===== config.mk =====
export PLATFORM = sky130hd
export DESIGN_NAME = uart_tx_frame
export DESIGN_NICKNAME = d
export VERILOG_FILES = /design/src/rtl/uart_tx_frame.sv
export SDC_FILE = /design/constraint.sdc
export NUM_CORES = 1
export LEC_CHECK = 0
export ABC_CLOCK_PERIOD_IN_PS = 4200
export CAP_MARGIN = 10
export CORE_ASPECT_RATIO = 0.6
export CORE_MARGIN = 2
export CORE_UTILIZATION = 43
export DETAILED_ROUTE_END_ITERATION = 16
export PLACE_DENSITY = 0.74
export SLEW_MARGIN = 5
export SYNTH_ARGS = -nofsm -noshare
export SYNTH_HDL_FRONTEND = slang
export SYNTH_SLANG_ARGS = --single-unit
export TNS_END_PERCENT = 20

===== constraint.sdc =====
create_clock -name clk -period 4.2 [get_ports clk]
set_clock_uncertainty 0.15 [all_clocks]
set_input_delay 0.42 -clock clk [delete_from_list [all_inputs] [get_ports clk]]
set_output_delay 0.42 -clock clk [all_outputs]
set_load 0.02 [all_outputs]

===== src/rtl/uart_tx_frame.sv =====
// rtl/uart_tx_frame.sv - UART transmitter: start, LSB-first data, optional parity, stop.
// Bit timing comes from an internal baud counter; tx_out is registered and idles high.
module uart_tx_frame #(
  parameter int CLKS_PER_BIT = 5208,
  parameter int DATA_WIDTH   = 8
) (
  input  logic                  clk,
  input  logic                  tx_arst_n,
  input  logic                  tx_rst,
  input  logic                  tx_en,
  input  logic                  data_valid,
  input  logic [DATA_WIDTH-1:0] p_data,
  input  logic                  par_en,
  input  logic                  par_typ,
  output logic                  tx_out,
  output logic                  busy,
  output logic                  done
);

  localparam int CW = (CLKS_PER_BIT > 1) ? $clog2(CLKS_PER_BIT) : 1;
  localparam int IW = (DATA_WIDTH > 1) ? $clog2(DATA_WIDTH) : 1;

  typedef enum logic [2:0] {
    IDLE   = 3'd0,
    START  = 3'd1,
    DATA   = 3'd2,
    PARITY = 3'd3,
    STOP   = 3'd4
  } state_t;

  state_t                r_state, w_state_nxt;
  logic [CW-1:0]         r_baud_cnt, w_baud_cnt_nxt;
  logic [IW-1:0]         r_bit_idx, w_bit_idx_nxt;
  logic [DATA_WIDTH-1:0] r_shift, w_shift_nxt;
  logic                  r_par_en, w_par_en_nxt;
  logic                  r_par_bit, w_par_bit_nxt;
  logic                  r_tx_out, w_tx_out_nxt;
  logic                  r_done, w_done_nxt;

  logic                  w_bit_end;
  logic                  w_last_bit;
  logic [IW-1:0]         w_idx_inc;

  assign w_bit_end  = (r_baud_cnt == CW'(CLKS_PER_BIT - 1));
  assign w_last_bit = (r_bit_idx == IW'(DATA_WIDTH - 1));
  assign w_idx_inc  = r_bit_idx + 1'b1;

  always_ff @(posedge clk or negedge tx_arst_n) begin
    if (!tx_arst_n) begin
      r_state    <= IDLE;
      r_baud_cnt <= '0;
      r_bit_idx  <= '0;
      r_shift    <= '0;
      r_par_en   <= 1'b0;
      r_par_bit  <= 1'b0;
      r_tx_out   <= 1'b1;
      r_done     <= 1'b0;
    end else if (tx_rst) begin
      r_state    <= IDLE;
      r_baud_cnt <= '0;
      r_bit_idx  <= '0;
      r_shift    <= '0;
      r_par_en   <= 1'b0;
      r_par_bit  <= 1'b0;
      r_tx_out   <= 1'b1;
      r_done     <= 1'b0;
    end else begin
      r_state    <= w_state_nxt;
      r_baud_cnt <= w_baud_cnt_nxt;
      r_bit_idx  <= w_bit_idx_nxt;
      r_shift    <= w_shift_nxt;
      r_par_en   <= w_par_en_nxt;
      r_par_bit  <= w_par_bit_nxt;
      r_tx_out   <= w_tx_out_nxt;
      r_done     <= w_done_nxt;
    end
  end

  always_comb begin
    w_state_nxt    = r_state;
    w_baud_cnt_nxt = r_baud_cnt;
    w_bit_idx_nxt  = r_bit_idx;
    w_shift_nxt    = r_shift;
    w_par_en_nxt   = r_par_en;
    w_par_bit_nxt  = r_par_bit;
    w_tx_out_nxt   = r_tx_out;
    w_done_nxt     = 1'b0;

    if (!tx_en) begin
      w_state_nxt    = IDLE;
      w_baud_cnt_nxt = '0;
      w_bit_idx_nxt  = '0;
      w_tx_out_nxt   = 1'b1;
    end else begin
      if (r_state != IDLE) begin
        w_baud_cnt_nxt = w_bit_end ? '0 : r_baud_cnt + 1'b1;
      end
      case (r_state)
        IDLE: begin
          w_baud_cnt_nxt = '0;
          w_bit_idx_nxt  = '0;
          w_tx_out_nxt   = 1'b1;
          if (data_valid) begin
            // Frame settings are frozen here; later changes wait for the next frame.
            w_state_nxt   = START;
            w_shift_nxt   = p_data;
            w_par_en_nxt  = par_en;
            w_par_bit_nxt = (^p_data) ^ par_typ;
            w_tx_out_nxt  = 1'b0;
          end
        end
        START: begin
          if (w_bit_end) begin
            w_state_nxt   = DATA;
            w_bit_idx_nxt = '0;
            w_tx_out_nxt  = r_shift[0];
          end
        end
        DATA: begin
          if (w_bit_end) begin
            if (w_last_bit) begin
              w_state_nxt  = r_par_en ? PARITY : STOP;
              w_tx_out_nxt = r_par_en ? r_par_bit : 1'b1;
            end else begin
              w_bit_idx_nxt = w_idx_inc;
              w_tx_out_nxt  = r_shift[w_idx_inc];
            end
          end
        end
        PARITY: begin
          if (w_bit_end) begin
            w_state_nxt  = STOP;
            w_tx_out_nxt = 1'b1;
          end
        end
        STOP: begin
          if (w_bit_end) begin
            w_state_nxt  = IDLE;
            w_tx_out_nxt = 1'b1;
            w_done_nxt   = 1'b1;
          end
        end
        default: begin
          w_state_nxt    = IDLE;
          w_baud_cnt_nxt = '0;
          w_tx_out_nxt   = 1'b1;
        end
      endcase
    end
  end

  assign tx_out = r_tx_out;
  assign busy   = (r_state != IDLE);
  assign done   = r_done;

endmodule


==> reports/results.ini, run 1 <==
[yosys]
synth_commonest_cells = 30 x dfrtp_1, 21 x nor2_1, 14 x xnor2_1, 10 x a22o_1, 8 x nand3_1
synthesis.area_um2 = 1704
synth_seq_cells = 31
synth_cell_type_count = 47
synth_seq_area_share_pct = 45.59
yosys_most_used_dff = dfrtp_1
yosysMostFrequentCell = dfrtp_1
synth_top_area_share_pct = 44.05
synth_edf_count = 0
synth_cells = 158
postSynthAreaPerCell_um2 = 10.79
synthTopCellsByArea = dfrtp_1 44%, xnor2_1 7.2%, a22o_1 5.1%, nor2_1 4.6%, mux4_2 2.6%
yosysTopAreaCell = dfrtp_1
yosys_warnings = 0
synth_fp_nets = 176
synth-async-reset-ratio_pct = 100.0

[clock_network]
cts_num_sinks = 31
cts_max_path_buffers = 2
postCtsSetupBuffers = 0
holdBufCountCts = 0
cts_tree = built
cts_max_level = 2
path_clk_slew_ns = 0.07
clock-root-buffer = clkbuf_8
clkLatencyLatePin_ns = 0.28
cts_buffers = 5
ctsResizeCount = 0

[power]
clockPowerShare_pct = 44.5
power_frac_comb_pct = 9.9
p_per_area_nw_per_um2 = 339.0
seq_power_share_pct = 45.6
intPower_mw = 0.5333
p_sw_mw = 0.1517
vdd_drop_max_v = 0.0001713
p_total_mw = 0.6851
switching_share_pct = 22.15
leakage_nw = 0.8042

[setup_path]
cp_max_fo = 13
required_ns = 3.63
critPathKind = reg2out
reg2reg_to = tx_out
rr_worst_depth = 4
cp-startpoint = r_state[1]
crit_end = busy
r2r_slack_ns = 1.91
end_kind = output pin
cp.arrival_ns = 1.85
timing.rr.start = r_baud_cnt[8]
crit_path_start_kind = register

[run_status]
status = finished, final reports clean

[placement]
portBuffers = 17
dpl-instance-area_um2 = 1903
gp_congestion = 0.8686
dpl.hpwl_mm = 2.714
place_inst = 217
place_ws_ns = 1.849

[grt]
grt_usage_pct = 18.28
grt_pass1_wl_mm = 6.044
grt_pass1_vias = 1184
gr-total-overflow = 0
antenna_found_initial = 0
grt_start_max_net_pins = 32

[timing]
setup_viol = 0
finalWorstPathRequiredPeriod_ns = 2.421
setup_tns_ns = 0
slew_viol_final = 0
slew_headroom_pct = 34.04
rsz0062_at_grt = no
post-route-period-util_pct = 57.64
fmax_mhz = 413.1
tightest_slew_ns = 0.9765
hold_violations = 0
finalWorstSetupSlack_ns = 1.779

[layout]
fill_cells = 323
multi_input_area_um2 = 863.3
drive_gt1_share_pct = 10.11
diodes = 0
final_cell_area_um2 = 2021
num-nets-final = 195
area_growth_pct = 18.58
regArea_um2 = 777.0
fin_cells = 225

[drt]
routed_via_density = 5.964
route.vias.total = 1342
postRouteAntennaNets = 0
wl_per_cell_um = 16.48
routed_wl_mm = 3.709
post-route-drc-count = 0
drt_first_pass_iters = 4
dr.first_iter.drc_count = 83

[floorplan]
die_y_um = 52.77
core_um2 = 3744
num_rows = 17
die-width_um = 85.27
die-area_um2 = 4499
ios = 18
start_util_pct = 45.52

[worst_hold_path]
hold_path_class = reg2reg

[job]
drv_cap = 0

==> cells by family after synthesis <==
family / after synthesis / share of synthesized area [%]
AND/OR/NAND/NOR: 57 / 20.04
adder cells (fa/ha/maj): 3 / 2.203
XOR/XNOR: 18 / 10.06
multiplexers: 4 / 3.891
flip-flops: 31 / 45.59
buffers and inverters: 13 / 3.744
AO/OA/AOI/OAI: 32 / 14.46
==> flip-flops by register name (all words and copies together), names as in the netlist <==
register,flops
r_bit_idx,3
r_baud_cnt,13
r_par_en,1
r_par_bit,1
r_state,3
tx_out,1
done,1
r_shift,8
==> per-stage QoR <==
step                      hold WS (ns)  utilization, %
final                           0.3157           53.98
after global routing            0.3409           53.98
after CTS                       0.3189           53.98
after detailed placement        0.3211           50.84
after global placement          0.2931           50.84
after floorplan               -0.02559               -
==> placed cells by master (no fill, tap or decap), types with 3 or more instances in the layout <==
cell and instances:
a22o_1 10, clkdlybuf4s50_1 17, inv_1 7, nor3_1 5
a31oi_1 4, dfrtp_1 30, xor2_1 3, nand2_1 4
clkbuf_8 6, o21ai_0 6, xnor2_1 14, nand3_1 8
ha_1 3, nor2_1 21
==> power groups by stage <==
stage | combinational, mW | sequential [mW] | clock [mW]
3_3_place_gp | 0.0668 | 0.317 | 0
5_1_grt | 0.0744 | 0.313 | 0.324
2_1_floorplan | 0.0382 | 0.315 | 0
6_report | 0.0680 | 0.312 | 0.305
4_1_cts | 0.0688 | 0.312 | 0.313
3_5_place_dp | 0.0681 | 0.318 | 0
==> per-layer routing <==
metal  track usage, %  share of wire [%]  vias up  routed length (um)
met5                0                  0        -                   0
met4            7.672                1.9        0                  70
met3            5.512                5.0        9                 185
met2            23.96                 42       41                1564
met1            27.38                 51      662                1889
li1                 -                  -      630                   -
==> critical path, cell delays in order (launching register included) <==
cell and delay (ns):
dfrtp_1 0.52, or3_1 0.48, clkdlybuf4s50_1 0.56
==> worst min path at each step <==
stage	from	endpoint	cells after the start
3_3_place_gp	r_baud_cnt[0]	r_baud_cnt[0]	1
4_1_cts	r_baud_cnt[0]	r_baud_cnt[0]	1
6_report	r_baud_cnt[0]	r_baud_cnt[0]	1
5_1_grt	r_baud_cnt[0]	r_baud_cnt[0]	1
2_1_floorplan	tx_arst_n	done	0
3_5_place_dp	r_baud_cnt[0]	r_baud_cnt[0]	1
==> cell type report <==
cell class                 instances  area share, %
multi-input combinational        114          42.72
tap                               47          2.910
inverter                           7          1.300
clock inverter                     2          1.734
sequential                        31          38.45
clock buffer                       6          4.087
timing repair buffer              18          8.793
No activity file was read; power rests on OpenSTA's default activity.
==> run 2, diff against run 1 <==
- ABC_CLOCK_PERIOD_IN_PS: 4200 -> 2500
- clock period: 4.2 -> 2.5 ns (I/O delays scaled with it)
==> run 2 against run 1 <==
Sequential power up 68%. Count of clock-buffer cells in the layout down 1. Combinational power up 76%. Final cell count up 0.89%. Worst hold slack worse by 0.11 ns. Sequential share of layout area down 0.19 points. Highest routed layer unchanged.
==> reports/results.ini, run 2 (same netlist as run 1, synthesis figures left out) <==
[floorplan]
core_um2 = 3744
die-width_um = 85.27
die_y_um = 52.77
start_util_pct = 45.52
die-area_um2 = 4499
num_rows = 17
ios = 18

[layout]
largest_register = r_baud_cnt
top_regs = r_baud_cnt (13), r_shift (8)
mostFrequentLayoutCells = 30 x dfrtp_1, 21 x nor2_1, 17 x clkdlybuf4s50_1
area_growth_pct = 19.16
drive_gt1_share_pct = 11.11
final_common_cell = dfrtp_1
largest_reg_flops = 13
num-nets-final = 197
diodes = 0

[placement]
gp_congestion = 0.9206
portBuffers = 17
dpl.hpwl_mm = 2.844

[power]
p_sw_mw = 0.2695
leakage_nw = 0.8115
power_frac_comb_pct = 10.5
switching_share_pct = 23.61
clockPowerShare_pct = 43.6
vdd_drop_max_v = 0.0004420
seq_power_share_pct = 45.8
intPower_mw = 0.8720
p_per_area_nw_per_um2 = 562.1
p_total_mw = 1.141

[drt]
drt_first_pass_iters = 5
dr.first_iter.drc_count = 100
route.vias.total = 1357
routed_via_density = 5.978
routed_wl_mm = 3.845
postRouteAntennaNets = 0
wl_per_cell_um = 16.94
post-route-drc-count = 0

[setup_path]
cp_max_fo = 17
required_ns = 2.53
r2r_slack_ns = 0.26
crit_path_start_kind = register
end_kind = register
cp.arrival_ns = 2.27
critPathKind = reg2reg

[clock_network]
cts_num_sinks = 31
clkLatencyLatePin_ns = 0.29
cts_buffers = 5
postCtsSetupBuffers = 0
cts_max_path_buffers = 2
path_clk_slew_ns = 0.07
clock-root-buffer = clkbuf_8
holdBufCountCts = 0
cts_tree = built
ctsResizeCount = 0
cts_max_level = 2

[worst_hold_path]
hold_path_class = in2async

[timing]
tightest_slew_ns = 0.6516
fmax_mhz = 445.9
slew_viol_final = 0
setup_viol = 0
slew_headroom_pct = 56.32
setup_tns_ns = 0
rsz0062_at_grt = no
hold_violations = 0
finalWorstPathRequiredPeriod_ns = 2.243
post-route-period-util_pct = 89.71

[run_status]
status = finished, final reports clean

[grt]
grt_pass1_vias = 1301
grt_usage_pct = 18.96
grt_start_max_net_pins = 32
gr-total-overflow = 0
antenna_found_initial = 0
grt_pass1_wl_mm = 6.472

[job]
drv_cap = 0

[run 2: cell types whose count changed in the layout (fill, tap and decap cells not counted), sizes merged]
cell    change
buf         +2
clkbuf      -1
clkinv      +1
[run 2: routing by layer]
layer	vias up	global-route usage (%)	routed length (um)
met1	668	28.33	1904
met5	-	0	0
li1	632	-	-
met3	6	4.724	230
met2	51	26.56	1644
met4	0	6.349	65
[run 2: worst paths after layout]
path                          startpoint            end  depth (start not counted)
setup / recovery           r_baud_cnt[7]         tx_out                          4
hold / removal                 tx_arst_n  r_baud_cnt[6]                          2
setup reg to reg           r_baud_cnt[7]         tx_out                          4
hold reg to reg            r_baud_cnt[0]  r_baud_cnt[0]                          1
max in group asynchronous      tx_arst_n         tx_out                          2
min in group clk           r_baud_cnt[0]  r_baud_cnt[0]                          1
[run 2: power by group through the flow]
stage          sequential [mW]  clock, mW  combinational [mW]
2_1_floorplan            0.529          0              0.0642
3_3_place_gp             0.532          0               0.116
3_5_place_dp             0.532          0               0.120
4_1_cts                  0.523      0.510               0.121
5_1_grt                  0.524      0.532               0.131
6_report                 0.523      0.498               0.120
[run 2: layout make-up]
type	count	area [um2]
clock inverters	3	43.79
clock buffers	5	68.82
inverters	7	26.28
fillers	324	1713
repair buffers	20	192.7
well taps	47	58.81
multi-input cells	114	863.3
flip-flops and latches	31	777.0
[run 2: worst max-delay path, stage by stage, from the launching register on]
cell and delay (ns):
dfrtp_1 0.45, nor4b_1 0.44, and3_1 0.37, or2_1 0.51, a41oi_1 0.21
[run 2: stage by stage]
stage | cells | worst slack (ns) | hold slack (ns) | util, % | cell area, um2
after floorplan | 158 | 0.5555 | -0.1956 | - | 1704
after global placement | 219 | 0.3850 | 0.2942 | 51.24 | 1918
after detailed placement | 219 | 0.2736 | 0.3345 | 51.24 | 1918
after CTS | 227 | 0.2531 | 0.2127 | 54.24 | 2031
after global routing | 227 | 0.02542 | 0.2439 | 54.24 | 2031
final | 227 | 0.2572 | 0.2027 | 54.24 | 2031
==> run 3, diff against run 2 <==
- HOLD_SLACK_MARGIN: unset -> 0.1
==> results of run 3 <==
No change in the layout: final DEF, timing and power equal those of run 2.
==> variant: new RTL, config.mk and constraints of run 3 <==
Reset style: synchronous (`tx_arst_n`), changed in one clocked block.
--- a/src/rtl/uart_tx_frame.sv
+++ b/src/rtl/uart_tx_frame.sv
@@ -45,7 +45,7 @@
   assign w_last_bit = (r_bit_idx == IW'(DATA_WIDTH - 1));
   assign w_idx_inc  = r_bit_idx + 1'b1;
 
-  always_ff @(posedge clk or negedge tx_arst_n) begin
+  always_ff @(posedge clk) begin
     if (!tx_arst_n) begin
       r_state    <= IDLE;
       r_baud_cnt <= '0;
Check against the original RTL: differs if tx_arst_n is asserted again (counterexample within 4 cycles, from zero or initial values and one cycle with tx_arst_n low); with tx_arst_n held inactive, the same outputs for 10 cycles.
==> variant against run 3 <==
Register-to-register slack better by 0.15 ns. Worst setup slack better by 0.077 ns. Sequential cell count stayed put. Wire length is 18% lower. Design area is 6.7% lower. Critical path depth is 1 lower. Area after synthesis is 6.8% lower. Global-route usage is 1.8 points lower. Total power is 14% lower. First-iteration DRC count is 19% lower. Largest cell class unchanged. Largest power group unchanged.
==> variant: results (changes against run 3) <==
INFO  logic_synthesis synthArstFlopShare=0 [was 1.000]
INFO  cells_and_area final-seq-area=620.6µm² [was 777.0 µm²]
INFO  hold_path      worst_min_path_class=register to register [was primary input to asynchronous set/reset pin]
INFO  pwr            p_clk=394µW [was 498 µW]
INFO  grt            global_route.usage.met3=0.05300 [was 0.04724]
INFO  logic_synthesis yosys.area.top_type=dfxtp_1 [was dfrtp_1]
INFO  grt            global_route_usage_over_all_layers=0.1720 [was 0.1896]
INFO  placement      place.gp.congestion=0.7545 [was 0.9206]
INFO  logic_synthesis fraction_of_the_mapped_netlist_area_in_adder_cells=0.02362 [was 0.02203]
INFO  routing        wirelength=3171µm [was 3845 µm]
INFO  cells_and_area multi_input_area_share=0.4917 [was 0.4251]
INFO  setup_path     cp_slowest_cell=clkdlybuf4s50_1 [was or2_1]
INFO  setup_path     critPathArrivalTime=1.77ns [was 2.27 ns]
INFO  setup_path     endpoint=busy [was tx_out]
INFO  timing         final_cycle_utilization_of_the_critical_path=0.8662 [was 0.8971]
INFO  placement      dpl_cell_area=0.001808mm² [was 0.001918 mm²]
INFO  cells_and_area area.share.sequential=0.3274 [was 0.3826]
INFO  logic_synthesis yosys.area_share.xor_xnor=0.1134 [was 0.1006]
INFO  setup_path     critPathMaxStageDelay=0.62ns [was 0.51 ns]
INFO  placement      dpl_worst_slack=0.4611ns [was 0.2736 ns]
INFO  pwr            p_seq_frac=0.511 [was 0.458]
INFO  grt            grt_max_degree=14 [was 32]
INFO  outcome        run_status=finished, final reports clean [unchanged]
INFO  routing        per_cell_routed_wire_length=12.68µm [was 16.94 µm]
INFO  placement      place.detailed.instances=243 [was 219]
INFO  logic_synthesis synthDistinctLibCells=42 [was 47]
INFO  floorplan      die_width=82.48µm [was 85.27 µm]
INFO  routing        num_vias=1275 [was 1357]
INFO  grt            grt_first_pass_wirelength=5244µm [was 6472 µm]
[variant: cell count changes in the layout (fill, tap and decap cells not counted), sizes merged, moves of 10 or more]
cell | run 3 | this run
dfxtp | 0 | 31
a21oi | 0 | 18
nand2 | 4 | 29
a22o | 10 | 0
dfrtp | 30 | 0
[variant: routing by layer]
layer | part of all wire | up-vias
met1 | 0.57 | 570
met4 | 0.0091 | 0
met5 | 0 | -
met2 | 0.38 | 29
met3 | 0.040 | 4
li1 | - | 672
[variant: worst min-delay path by stage]
stage / from / end / slack, ns / depth (start not counted)
after CTS: r_par_bit / r_par_bit / 0.30 / 2
after global routing: r_par_bit / r_par_bit / 0.32 / 2
after detailed placement: r_par_bit / r_par_bit / 0.29 / 2
after global placement: r_par_bit / r_par_bit / 0.29 / 2
after floorplan: p_data[1] / r_shift[1] / 0.24 / 2
final: r_par_bit / r_par_bit / 0.30 / 2
